### config.mk
export PLATFORM = sky130hd
export DESIGN_NAME = console_tx
export DESIGN_NICKNAME = d
export VERILOG_FILES = /design/src/rtl/console_tx.sv
export SDC_FILE = /design/constraint.sdc
export NUM_CORES = 1
export LEC_CHECK = 0
export CAP_MARGIN = 30
export CORE_AREA = 4 4 165 167
export CTS_BUF_LIST = sky130_fd_sc_hd__clkbuf_8
export DETAILED_ROUTE_END_ITERATION = 7
export DIE_AREA = 0 0 169 171
export PLACE_DENSITY = 0.52
export SKIP_LAST_GASP = 1
export SLEW_MARGIN = 20
export SYNTH_ARGS = -nofsm -noshare
export SYNTH_HDL_FRONTEND = slang
export SYNTH_SLANG_ARGS = --single-unit
### constraint.sdc
create_clock -name i_clk -period 2.9 [get_ports i_clk]
set_input_delay 0.58 -clock i_clk [delete_from_list [all_inputs] [get_ports i_clk]]
set_output_delay 0.58 -clock i_clk [all_outputs]
set_load 0.03 [all_outputs]
### src/rtl/console_tx.sv
// console_tx: memory-mapped console output port for a soft CPU.
//   Writes to 24'hFFFFFE queue i_dout[7:0] in a byte FIFO that an 8N1 UART
//   transmitter drains. A write to 24'hFFFFFF requests a halt. o_halt rises
//   once that request is pending, the FIFO is empty and the transmitter is idle.
// Ports:
//   i_clk, i_rst     clock, synchronous active-high reset
//   i_clk_en         clock enable; all state holds when low (reset still applies)
//   i_daddr, i_dout  CPU data address / write data, qualified by i_wr
//   o_txd            serial output, idle high
//   o_halt           sticky halt-and-drained flag
//   o_fifo_level     FIFO occupancy
//   o_drop_cnt       saturating count of bytes lost to a full FIFO
module console_tx #(
   parameter int unsigned CLKS_PER_BIT = 868,
   parameter int unsigned FIFO_DEPTH   = 16,
   localparam int unsigned AW = $clog2(FIFO_DEPTH),
   localparam int unsigned LW = AW + 1
) (
   input  logic          i_clk,
   input  logic          i_rst,
   input  logic          i_clk_en,
   input  logic [23:0]   i_daddr,
   input  logic [31:0]   i_dout,
   input  logic          i_wr,
   output logic          o_txd,
   output logic          o_halt,
   output logic [LW-1:0] o_fifo_level,
   output logic [7:0]    o_drop_cnt
);

   localparam logic [15:0]   BAUD_LAST = 16'(CLKS_PER_BIT - 1);
   localparam logic [LW-1:0] LEVEL_FULL = LW'(FIFO_DEPTH);

   typedef enum logic [1:0] {StIdle, StStart, StData, StStop} state_e;

   state_e          state_q, state_d;
   logic [15:0]     baud_q, baud_d;
   logic [2:0]      bit_q, bit_d;
   logic [7:0]      data_q, data_d;
   logic [AW-1:0]   wr_ptr_q, wr_ptr_d, rd_ptr_q, rd_ptr_d;
   logic [LW-1:0]   count_q, count_d;
   logic [7:0]      drop_q, drop_d;
   logic            halt_req_q, halt_req_d;
   logic            halt_q, halt_d;
   logic [7:0]      mem_q [FIFO_DEPTH];

   logic stdout_wr, halt_wr, push_req, push, pop, full, drop, baud_done, halt_cond;

   assign stdout_wr = i_wr && (i_daddr == 24'hFFFFFE);
   assign halt_wr   = i_wr && (i_daddr == 24'hFFFFFF);
   assign full      = (count_q == LEVEL_FULL);
   // Console writes after a halt request are silently discarded.
   assign push_req  = i_clk_en && stdout_wr && !halt_req_q;
   assign pop       = i_clk_en && (state_q == StIdle) && (count_q != '0);
   // A full FIFO still accepts a byte when a slot frees up in the same cycle.
   assign push      = push_req && (!full || pop);
   assign drop      = push_req && full && !pop;
   assign baud_done = (baud_q == BAUD_LAST);
   assign halt_cond = halt_req_q && (count_q == '0) && (state_q == StIdle);

   always_comb begin
      wr_ptr_d   = wr_ptr_q;
      rd_ptr_d   = rd_ptr_q;
      count_d    = count_q;
      drop_d     = drop_q;
      halt_req_d = halt_req_q;
      halt_d     = halt_q;
      if (push) wr_ptr_d = wr_ptr_q + AW'(1);
      if (pop)  rd_ptr_d = rd_ptr_q + AW'(1);
      if (push && !pop)      count_d = count_q + LW'(1);
      else if (pop && !push) count_d = count_q - LW'(1);
      if (drop && (drop_q != 8'hFF)) drop_d = drop_q + 8'd1;
      if (i_clk_en && halt_wr)   halt_req_d = 1'b1;
      if (i_clk_en && halt_cond) halt_d = 1'b1;
   end

   always_comb begin
      state_d = state_q;
      baud_d  = baud_q;
      bit_d   = bit_q;
      data_d  = data_q;
      if (i_clk_en) begin
         unique case (state_q)
            StIdle: begin
               if (count_q != '0) begin
                  data_d  = mem_q[rd_ptr_q];
                  baud_d  = '0;
                  state_d = StStart;
               end
            end
            StStart: begin
               if (baud_done) begin
                  baud_d  = '0;
                  bit_d   = '0;
                  state_d = StData;
               end else begin
                  baud_d = baud_q + 16'd1;
               end
            end
            StData: begin
               if (baud_done) begin
                  baud_d = '0;
                  if (bit_q == 3'd7) state_d = StStop;
                  else               bit_d   = bit_q + 3'd1;
               end else begin
                  baud_d = baud_q + 16'd1;
               end
            end
            StStop: begin
               if (baud_done) begin
                  baud_d  = '0;
                  state_d = StIdle;
               end else begin
                  baud_d = baud_q + 16'd1;
               end
            end
            default: state_d = StIdle;
         endcase
      end
   end

   always_comb begin
      o_txd = 1'b1;
      unique case (state_q)
         StStart: o_txd = 1'b0;
         StData:  o_txd = data_q[bit_q];
         default: o_txd = 1'b1;
      endcase
   end

   always_ff @(posedge i_clk) begin
      if (i_rst) begin
         state_q    <= StIdle;
         baud_q     <= '0;
         bit_q      <= '0;
         data_q     <= '0;
         wr_ptr_q   <= '0;
         rd_ptr_q   <= '0;
         count_q    <= '0;
         drop_q     <= '0;
         halt_req_q <= 1'b0;
         halt_q     <= 1'b0;
      end else if (i_clk_en) begin
         state_q    <= state_d;
         baud_q     <= baud_d;
         bit_q      <= bit_d;
         data_q     <= data_d;
         wr_ptr_q   <= wr_ptr_d;
         rd_ptr_q   <= rd_ptr_d;
         count_q    <= count_d;
         drop_q     <= drop_d;
         halt_req_q <= halt_req_d;
         halt_q     <= halt_d;
      end
   end

   // Storage needs no reset: pointers and count define which entries are valid.
   always_ff @(posedge i_clk) begin
      if (!i_rst && push) mem_q[wr_ptr_q] <= i_dout[7:0];
   end

   // Combinational term lets o_halt rise in the very cycle the condition first holds.
   assign o_halt       = halt_q | halt_cond;
   assign o_fifo_level = count_q;
   assign o_drop_cnt   = drop_q;

endmodule

==> out/results.txt, run 1 <==
HPWL after DPL: 11400 um
Switching Fraction: 31.6%
WL/cell: 17.8 um
Rows: 59
post-synthesis sequential area ratio: 63.6%
Synth-to-Final Area Change: 20.9%
initial drt markers: 393
CP Capture Type: register
status: completed
Clock Power Share: 29.5%
# hold bufs at CTS: 0
Fillers: 2460
post-synth top area cell: edfxtp_1
GRT overflow: 0
Reg clk slew, reported paths: 0.12 ns
non-filler cells, final: 975
vias in the first global route: 4790
Core Region: 25800 um^2
first-pass GRT wire length: 26800 um
Post-Synthesis Cell Area: 7680 um^2
CTS Buf Count: 17
Layout Skew: 0.0189 ns
Reg power frac: 48.4%
Synth cell types: 54
hold path depth: 2
class of the worst hold path: reg -> reg
worst slew pin tran: 0.726 ns
final net count: 706
clk root buf: clkbuf_8
DR vias/cell: 4.94
fin crit period: 2.80 ns
Syn Area/Cell: 14.3 um^2
gr usage total: 11.9%
max_cap viols: 0
R2R cell count: 14
io pins: 75
CP max FO: 5
CTS max path bufs: 2
Multi-input gate area: 2660 um^2
DP Cell Count: 941
Mapped Cells: 537
Max-slew headroom: 51.5%
# DRC: 0
P_leak: 3.02 nW
Gate power share: 22.1%
final core occ: 36.0%
IO Port Bufs: 50
Post-synth EDFFs: 128
FF+latch count, synth: 180
initial antenna violation count: 0
ranking of synthesized cells by area: edfxtp_1 (50%), dfxtp_1 (14%), mux4_2 (10%)
Final ANT Viol Nets: 0
final setup margin: 0.103 ns
final design area excluding fillers: 9280 um^2
Synthesized Nets: 616
synth warn: 0
CTS H-tree lvls: 4
area post-placement: 8830 um^2
layout cell share with drive strength beyond 1: 22.3%
Int Pwr: 4.16 mW
Final Cycle Share: 96.4%
maximum VDD drop: 0.349 mV
ys flop type: edfxtp_1
Slew Limit Fails: 0
Worst-Skew Late Latency: 0.46 ns
Max Freq: 0.358 GHz
kind of critical path: in -> reg
final hold vios: 0
clk sink count: 180
PwrDens: 655 nW/um^2
Post-Route WL: 17300 um
Initial Util: 29.8%
R2R Setup Slk: 0.22 ns
gpl congestion: 0.815
pin count of the biggest net entering global routing: 36
Setup WS pre-CTS: -0.490 ns
CP Launch Type: input port
DR vias: 4815
Worst EP arrival: 3.17 ns
register area: 4890 um^2
die area: 28900 um^2
DRT Pass-1 Iters: 5
Die Height: 171 um
CTS tree: built
Synth async-reset ratio: 0%
Switch Pwr: 1.92 mW
Worst EP required: 3.28 ns
Final setup viols: 0
die width: 169 um
top cell type's share of synthesized area: 50.1%
# diodes: 0
==> flip-flops by register name, indices dropped and copies added (netlist names) <==
name	count
baud_q	16
bit_q	3
wr_ptr_q	4
rd_ptr_q	4
o_drop_cnt	8
o_fifo_level	5
halt_req_q	1
state_q	2
mem_q	128
data_q	8
halt_q	1
==> metal layers <==
metal  part of all wire, %  global-route usage [%]  vias to the layer above
li1                      -                       -                     2254
met1                    45                    16.2                     2431
met2                    48                    19.7                      124
met3                   6.4                    3.03                        6
met4                  0.54                    2.14                        0
met5                     0                       0                        -
==> layout make-up <==
class | count | share of cell area (%)
repair buffers | 94 | 9.06
inverters | 14 | 0.580
multi-input cells | 320 | 28.6
clock inverters | 15 | 2.06
flip-flops and latches | 180 | 52.7
clock buffers | 17 | 2.52
well taps | 335 | 4.52
==> critical path, stage by stage <==
cell and delay [ns]:
clkdlybuf4s50_1 0.45, nand4_1 0.12, nor4_2 0.33, nand4_1 0.21
inv_2 0.08, ha_2 0.17, inv_2 0.07, fa_2 0.35
a21o_1 0.18, a21oi_2 0.18, xnor2_2 0.14, a211oi_1 0.09
a31o_2 0.22
==> Yosys cell counts (2+ instances only) <==
master,number
a32oi_1,2
dfxtp_1,52
nand3_1,15
xnor2_1,6
o41ai_1,3
nand4_1,13
or2_2,5
nand2_1,26
clkbuf_1,14
buf_2,5
and3_1,3
a211oi_1,3
a22oi_1,16
inv_1,13
a31o_2,2
or3b_2,2
o31ai_1,3
a21o_1,2
buf_1,3
a31oi_1,3
a21oi_1,34
xor2_1,11
ha_1,18
edfxtp_1,128
nor4_1,5
nor3_1,5
nand2b_1,2
nor2_1,58
o311ai_0,2
mux2i_1,8
and2_1,3
o21ai_0,6
or3_1,5
nor4_4,2
or4_1,4
nor2b_1,4
mux4_2,34
==> layout by cell type, fill, tap and decap left out, types with 3 or more instances in the layout <==
cell / n
a211oi_1: 3
a21oi_1: 32
a21oi_2: 3
a22oi_1: 16
a31oi_1: 3
and2_1: 3
and3_1: 3
buf_4: 43
clkbuf_8: 17
clkdlybuf4s50_1: 48
clkinv_8: 4
dfxtp_1: 49
dfxtp_2: 3
edfxtp_1: 128
ha_1: 16
inv_1: 11
inv_12: 3
inv_8: 4
mux2i_1: 8
mux4_2: 34
nand2_1: 26
nand3_1: 15
nand4_1: 13
nor2_1: 58
nor2b_1: 3
nor3_1: 4
nor4_1: 4
o21ai_0: 6
o31ai_1: 3
o41ai_1: 3
or2_2: 5
or3_1: 5
or4_1: 4
xnor2_1: 5
xor2_1: 11
==> cells by family after synthesis <==
kind of cell / count (synthesis) / synth area share [%]
DFF: 180 / 63.6
and+or+nand+nor: 158 / 10.6
AOI/OAI and AO/OA: 83 / 7.20
muxes: 43 / 11.2
buffers and inverters: 37 / 2.27
adders and majority gates: 19 / 3.19
xor gates and xnor gates: 17 / 1.94
==> power groups by stage <==
stage | clock [mW] | combinational [mW] | sequential, mW
floorplan | 0 | 0.781 | 3.03
global placement | 0 | 1.28 | 2.99
detailed placement | 0 | 1.32 | 3.00
CTS | 1.85 | 1.33 | 2.94
global route | 1.95 | 1.49 | 2.96
finish | 1.79 | 1.35 | 2.94
==> final timing paths <==
kind / from / endpoint
worst max-delay path: i_daddr[4] / o_fifo_level[4]
worst min-delay path: data_q[0] / data_q[0]
worst max register to register: state_q[0] / o_fifo_level[4]
worst min register to register: data_q[0] / data_q[0]
==> stage by stage <==
| stage | total power, mW | hold slack [ns] | TNS (ns) |
|---|---|---|---|
| floorplan | 3.81 | 0.450 | 0 |
| global placement | 4.28 | 0.463 | -20.05 |
| detailed placement | 4.32 | 0.475 | -22.36 |
| CTS | 6.12 | 0.501 | 0 |
| global route | 6.40 | 0.529 | -0.00949 |
| finish | 6.08 | 0.494 | 0 |
==> what timing repair did <==
item	in CTS	in global routing
pin swaps	0	6
endpoints found under the setup margin	2	1
setup buffers	0	2
resized for setup	3	3
Note: power is estimated with default switching activity, not from simulation.
==> run 2, diff against run 1 <==
Settings changed: CORE_AREA 4 4 165 167 to 4 4 126 128, DIE_AREA 0 0 169 171 to 0 0 130 132, PLACE_DENSITY 0.52 to 0.8.
==> run 2 against run 1 <==
Power up 1.2%. Critical path depth unchanged. Clock power is 4% higher. Sequential share of layout area increased by 0.82 points. Count of clock-buffer cells in the layout is the same. Utilization is 25 points higher. Worst hold slack got worse by 0.0012 ns. First-iteration DRC count increased by 26%. Non-clock buffer count is 2 lower.
==> out/results.txt, run 2 (same netlist as run 1, synthesis figures left out) <==
IO Port Bufs: 50 (unchanged)
commonest non-fill, non-tap cell in the layout: edfxtp_1 (unchanged)
Core Region: 14900 um^2 (was 25800 um^2)
initial antenna violation count: 0 (unchanged)
Final ANT Viol Nets: 0 (unchanged)
Slowest Stage Delay on Critical Path: 0.46 ns (was 0.45 ns)
Initial Util: 51.6% (was 29.8%)
initial drt markers: 496 (was 393)
vias in the first global route: 5023 (was 4790)
Post-Route WL: 16200 um (was 17300 um)
Final Cycle Share: 95.4% (was 96.4%)
hold path depth: 2 (unchanged)
max_cap viols: 0 (unchanged)
Rows: 45 (was 59)
R2R cell count: 14 (unchanged)
Max-slew headroom: 54.3% (was 51.5%)
CP Capture Type: register (unchanged)
final setup margin: 0.132 ns (was 0.103 ns)
Slew Limit Fails: 0 (unchanged)
Worst-Skew Late Latency: 0.46 ns (about the same)
CP max-delay cell: clkdlybuf4s50_1 (unchanged)
CP max FO: 4 (was 5)
first-pass GRT wire length: 26200 um (was 26800 um)
Setup WS pre-CTS: -0.456 ns (was -0.490 ns)
kind of critical path: in -> reg (unchanged)
maximum VDD drop: 0.578 mV (was 0.349 mV)
P_leak: 3.08 nW (was 3.02 nW)
Worst EP required: 3.25 ns (was 3.28 ns)
gpl congestion: 0.931 (was 0.815)
RSZ-0062 raised after global routing: false
layout cell share with drive strength beyond 1: 22.3% (about the same)
min-delay src: data_q[7] (was data_q[0])
die width: 130 um (was 169 um)
die area: 17200 um^2 (was 28900 um^2)
Top reg by flops: mem_q (unchanged)
PwrDens: 674 nW/um^2 (was 655 nW/um^2)
WHS Endpoint: data_q[7] (was data_q[0])
io pins: 75 (unchanged)
Reg clk slew, reported paths: 0.09 ns (was 0.12 ns)
GRT overflow: 0 (unchanged)
final hold vios: 0 (unchanged)
CTS tree: built (unchanged)
DR vias/cell: 5.91 (was 4.94)
Synth-to-Final Area Change: 19.1% (was 20.9%)
CP Launch Type: input port (unchanged)
Layout Skew: 0.0132 ns (was 0.0189 ns)
# DRC: 0 (unchanged)
clk sink count: 180 (unchanged)
biggest registers after layout: mem_q x128, baud_q x16 (unchanged)
pin count of the biggest net entering global routing: 41 (was 36)
status: completed (unchanged)
Die Height: 132 um (was 171 um)
Max Freq: 0.361 GHz (was 0.358 GHz)
final net count: 704 (was 706)
R2R Setup Slk: 0.22 ns (about the same)
CTS H-tree lvls: 4 (unchanged)
# hold bufs at CTS: 0 (unchanged)
Power, Total: 6.16 mW (was 6.08 mW)
max reg flops: 128 (unchanged)
cell mode on critical path: nand4_1
Final setup viols: 0 (unchanged)
class of the worst hold path: reg -> reg (unchanged)
R2R Path End: o_fifo_level[4] (unchanged)
worst r2r src: state_q[0] (unchanged)
DR vias: 4884 (was 4815)
HPWL after DPL: 10900 um (was 11400 um)
CTS Buf Count: 17 (unchanged)
gr usage total: 19.8% (was 11.9%)
fin crit period: 2.77 ns (was 2.80 ns)
CP cell instances: clkdlybuf4s50_1 -> nand4_1 -> nor4_4 -> nand4_1 -> inv_2 -> ha_4 -> inv_4 -> fa_2 -> a21o_1 -> a21oi_2 -> xnor2_2 -> a211oi_2 -> a31o_2 (was clkdlybuf4s50_1 -> nand4_1 -> nor4_2 -> nand4_1 -> inv_2 -> ha_2 -> inv_2 -> fa_2 -> a21o_1 -> a21oi_2 -> xnor2_2 -> a211oi_1 -> a31o_2)
WL/cell: 19.7 um (was 17.8 um)
most frequent cells in the layout: edfxtp_1 (128), nor2_1 (58), dfxtp_1 (49), clkdlybuf4s50_1 (44), buf_4 (41) (was edfxtp_1 (128), nor2_1 (58), dfxtp_1 (49), clkdlybuf4s50_1 (48), buf_4 (43))
final core occ: 61.5% (was 36.0%)
# diodes: 0 (unchanged)
post-route setup TNS: 0 ns (unchanged)
DRT Pass-1 Iters: 5 (unchanged)
clk root buf: clkbuf_8 (unchanged)
CTS max path bufs: 2 (unchanged)
worst slew pin tran: 0.683 ns (was 0.726 ns)
Worst EP arrival: 3.12 ns (was 3.17 ns)
==> run 2: worst max-delay path, delay by kind of cell <==
kind | cells | cell delay, ns
AOI/OAI and AO/OA | 4 | 0.68
and+or+nand+nor | 3 | 0.63
buffers and inverters | 3 | 0.62
adders and majority gates | 2 | 0.47
xor gates and xnor gates | 1 | 0.14
==> run 2: worst max path at each step <==
stage	startpoint	to	cells after the start
final	i_daddr[10]	o_fifo_level[4]	13
after global routing	i_daddr[15]	o_fifo_level[4]	14
after CTS	i_clk_en	o_fifo_level[4]	13
after detailed placement	i_clk_en	o_fifo_level[4]	13
after global placement	i_clk_en	o_fifo_level[4]	13
after floorplan	i_clk_en	o_fifo_level[4]	14
==> run 2: report_power, final <==
part           total (mW)  leakage [nW]  internal [mW]  switching (mW)
Sequential           2.94          1.57           2.85          0.0948
Combinational        1.34          1.29          0.614           0.730
Clock                1.87         0.221          0.895           0.974
Total                6.16          3.08           4.36            1.80
==> run 2: metal layers <==
layer,GRT usage [%],routed length [um],up-vias
met4,6.00,307,0
met2,32.8,8340,167
li1,-,-,2255
met3,4.98,937,24
met1,25.6,6660,2438
met5,0,0,-
==> run 2: metrics by stage <==
| step | cell area, um^2 | std cells | hold WS [ns] |
|---|---|---|---|
| floorplan | 7720 | 537 | 0.450 |
| global placement | 8640 | 793 | 0.463 |
| detailed placement | 8640 | 793 | 0.473 |
| CTS | 9080 | 825 | 0.495 |
| global route | 9140 | 826 | 0.528 |
| finish | 9140 | 826 | 0.493 |
==> run 2: cell type report <==
class,count,area [um^2]
Sequential cell,180,4890
Multi-Input combinational cell,320,2680
Fill cell,1113,5720
Inverter,14,56.3
Clock buffer,17,234
Tap cell,188,235
Timing Repair Buffer,92,836
Clock inverter,15,211
==> run 2: repair_timing <==
action                     CTS  global route
setup endpoints to repair    2             3
hold endpoints to repair     0             0
setup buffers                0             1
resized for setup            3            11
gates cloned                 0             0
pin swaps                    0             9
==> run 3, diff against run 2 <==
Settings changed: ABC_AREA set to 1, CORE_AREA 4 4 126 128 to 4 4 131 133, DIE_AREA 0 0 130 132 to 0 0 135 137.
==> run 3 against run 2 <==
Sequential share of layout area decreased by 3.0 points. Utilization shrank 0.36 points. Critical path depth shrank 8. Power decreased by 10%. Sequential cell count unchanged. Non-clock buffer count decreased by 3. Via count is 31% higher. Routed wire length grew 14%. Critical path type is now reg -> out. Critical endpoint is now o_halt.
==> out/results.txt, run 3 <==
max reg flops: 128 (unchanged)
hold_ws: 0.470 ns (was 0.493 ns)
Final Cycle Share: 91.0% (was 95.4%)
gpl congestion: 0.885 (was 0.931)
# diodes: 0 (unchanged)
RSZ-0062 raised after global routing: false (unchanged)
P_leak: 3.64 nW (was 3.08 nW)
DR vias: 6415 (was 4884)
compound-gate portion of the synthesized area: 10.4% (was 7.20%)
most frequent cells in the layout: nor2_1 (174), edfxtp_1 (128), nand2_1 (120), inv_1 (77), o21ai_0 (69) (was edfxtp_1 (128), nor2_1 (58), dfxtp_1 (49), clkdlybuf4s50_1 (44), buf_4 (41))
ys flop type: edfxtp_1 (unchanged)
Initial Util: 53.3% (was 51.6%)
Worst EP required: 2.32 ns (was 3.25 ns)
GRT overflow: 0 (unchanged)
post-route setup TNS: 0 ns (unchanged)
fin crit period: 2.64 ns (was 2.77 ns)
Worst EP arrival: 2.06 ns (was 3.12 ns)
Power, Total: 5.52 mW (was 6.16 mW)
Post-synth EDFFs: 128 (unchanged)
DR vias/cell: 5.40 (was 5.91)
Post-Synth Adder-Cell Area: 2.91% (was 3.19%)
CP max FO: 4 (unchanged)
maximum VDD drop: 0.335 mV (was 0.578 mV)
post-synth top area cell: edfxtp_1 (unchanged)
final hold vios: 0 (unchanged)
initial drt markers: 681 (was 496)
die area: 18500 um^2 (was 17200 um^2)
cell with the most instances after synthesis: nor2_1 (was edfxtp_1)
Reg clk slew, reported paths: 0.09 ns (about the same)
gr usage total: 20.6% (was 19.8%)
Simple-Gate Fraction of Synth Area: 22.2% (was 10.6%)
HPWL after DPL: 12300 um (was 10900 um)
Synth async-reset ratio: 0% (unchanged)
io pins: 75 (unchanged)
Top reg by flops: mem_q (unchanged)
ranking of synthesized cells by area: edfxtp_1 (46%), dfxtp_1 (12%), nor2_1 (7.7%) (was edfxtp_1 (50%), dfxtp_1 (14%), mux4_2 (10%))
WL/cell: 15.6 um (was 19.7 um)
initial antenna violation count: 0 (unchanged)
mux cell area share after synthesis: 0% (was 11.2%)
PwrDens: 571 nW/um^2 (was 674 nW/um^2)
Mapped Cells: 887 (was 537)
layout cell share with drive strength beyond 1: 10.6% (was 22.3%)
top cell type's share of synthesized area: 45.6% (was 50.1%)
post-synthesis sequential area ratio: 57.9% (was 63.6%)
synth warn: 0 (unchanged)
Max Freq: 0.379 GHz (was 0.361 GHz)
Post-Route WL: 18500 um (was 16200 um)
min-delay src: o_drop_cnt[4] (was data_q[7])
Final setup viols: 0 (unchanged)
CTS H-tree lvls: 4 (unchanged)
Synthesized Nets: 966 (was 616)
clk sink count: 180 (unchanged)
CP Capture Type: primary output (was register)
Core Region: 15800 um^2 (was 14900 um^2)
Final ANT Viol Nets: 0 (unchanged)
DRT Pass-1 Iters: 5 (unchanged)
Setup crit start: state_q[0] (was i_daddr[10])
vias in the first global route: 5971 (was 5023)
top cells by count, synth: nor2_1 (174), edfxtp_1 (128), nand2_1 (120) (was edfxtp_1 (128), nor2_1 (58), dfxtp_1 (52))
final net count: 1037 (was 704)
pin count of the biggest net entering global routing: 68 (was 41)
biggest registers after layout: mem_q x128, baud_q x16 (unchanged)
Synth-to-Final Area Change: 14.7% (was 19.1%)
Rows: 46 (was 45)
Post-Synthesis Cell Area: 8440 um^2 (was 7680 um^2)
Layout Skew: 0.0117 ns (was 0.0132 ns)
max_cap viols: 0 (unchanged)
CTS max path bufs: 2 (unchanged)
Slew Limit Fails: 0 (unchanged)
Die Height: 137 um (was 132 um)
commonest non-fill, non-tap cell in the layout: nor2_1 (was edfxtp_1)
main combinational cell family by area after synthesis: simple AND/OR/NAND/NOR gates (was multiplexers)
Worst-Skew Late Latency: 0.46 ns (about the same)
IO Port Bufs: 50 (unchanged)
die width: 135 um (was 130 um)
first-pass GRT wire length: 29600 um (was 26200 um)
Max-slew headroom: 56.6% (was 54.3%)
# DRC: 0 (unchanged)
status: completed (unchanged)
worst slew pin tran: 0.650 ns (was 0.683 ns)
FF+latch count, synth: 180 (unchanged)
kind of critical path: reg -> out (was in -> reg)
final design area excluding fillers: 9680 um^2 (was 9140 um^2)
class of the worst hold path: reg -> reg (unchanged)
CTS Buf Count: 17 (unchanged)
Synth cell types: 42 (was 54)
worst r2r src: state_q[0] (unchanged)
Syn Area/Cell: 9.51 um^2 (was 14.3 um^2)
area post-placement: 9290 um^2 (was 8640 um^2)
Post-Synth XOR/XNOR Area: 0.311% (was 1.94%)
CP Launch Type: register (was input port)
R2R Setup Slk: 0.37 ns (was 0.22 ns)
CTS tree: built (unchanged)
clk root buf: clkbuf_8 (unchanged)
run 3: cell count changes after synthesis, moves of 8 or more:
cell	before	now
nor2_1	58	174
nand2_1	26	120
o21ai_0	6	69
inv_1	13	75
nand3_1	15	58
mux4_2	34	0
o211ai_1	0	34
a22oi_1	16	0
nor3_1	5	19
o21ai_1	0	11
xor2_1	11	1
mux2i_1	8	0
run 3: timing repair:
action | in CTS | in global routing
setup endpoints to repair | 1 | 1
gates resized for setup | 1 | 1
setup buffers | 0 | 0
hold buffers | 0 | 0
run 3: cell families (layout without fill, tap and decap cells):
family / count (synthesis) / after routing
adder cells (fa/ha/maj): 19 / 19
buffers and inverters: 119 / 203
XOR/XNOR: 3 / 3
AND/OR/NAND/NOR: 412 / 412
flip-flops: 180 / 180
AO/OA/AOI/OAI: 154 / 154
run 3: worst paths after layout:
path                            cells past startpoint               to
worst max-delay path                                5           o_halt
worst min-delay path                                2    o_drop_cnt[4]
worst max register to register                     17  o_fifo_level[4]
worst min register to register                      2    o_drop_cnt[4]
run 3: final cells by class:
class	count	area [um^2]
tap	216	270
clock buffer	18	248
clock inverter	14	133
fill	1244	6150
multi-input combinational	588	3020
inverter	82	308
sequential	180	4890
timing repair buffer	89	807
run 3: per-stage QoR:
stage	instances	setup WS (ns)	util, %
CTS	1187	0.0942	61.1
finish	1187	0.262	61.1
global placement	1155	-0.148	58.7
detailed placement	1155	-0.197	58.7
floorplan	887	0.273	-
global route	1187	0.0306	61.1
run 3: layer usage:
layer / track usage [%] / vias up / wire, um
li1: - / 3158 / -
met1: 26.8 / 2990 / 7850
met2: 34.4 / 231 / 9100
met3: 3.93 / 36 / 1180
met4: 7.56 / 0 / 394
met5: 0 / - / 0
run 3: worst max-delay path: stages, from the launching register on:
cell	delay [ns]
dfxtp_1	0.34
inv_1	0.12
ha_1	0.28
nand3_2	0.17
o21ai_0	0.25
dlygate4sd2_1	0.43
run 3: power by group:
part	internal, mW	switching, mW	leakage, nW
Sequential	2.79	0.0439	1.57
Combinational	0.374	0.684	1.88
Clock	0.715	0.916	0.196
Total	3.88	1.64	3.64
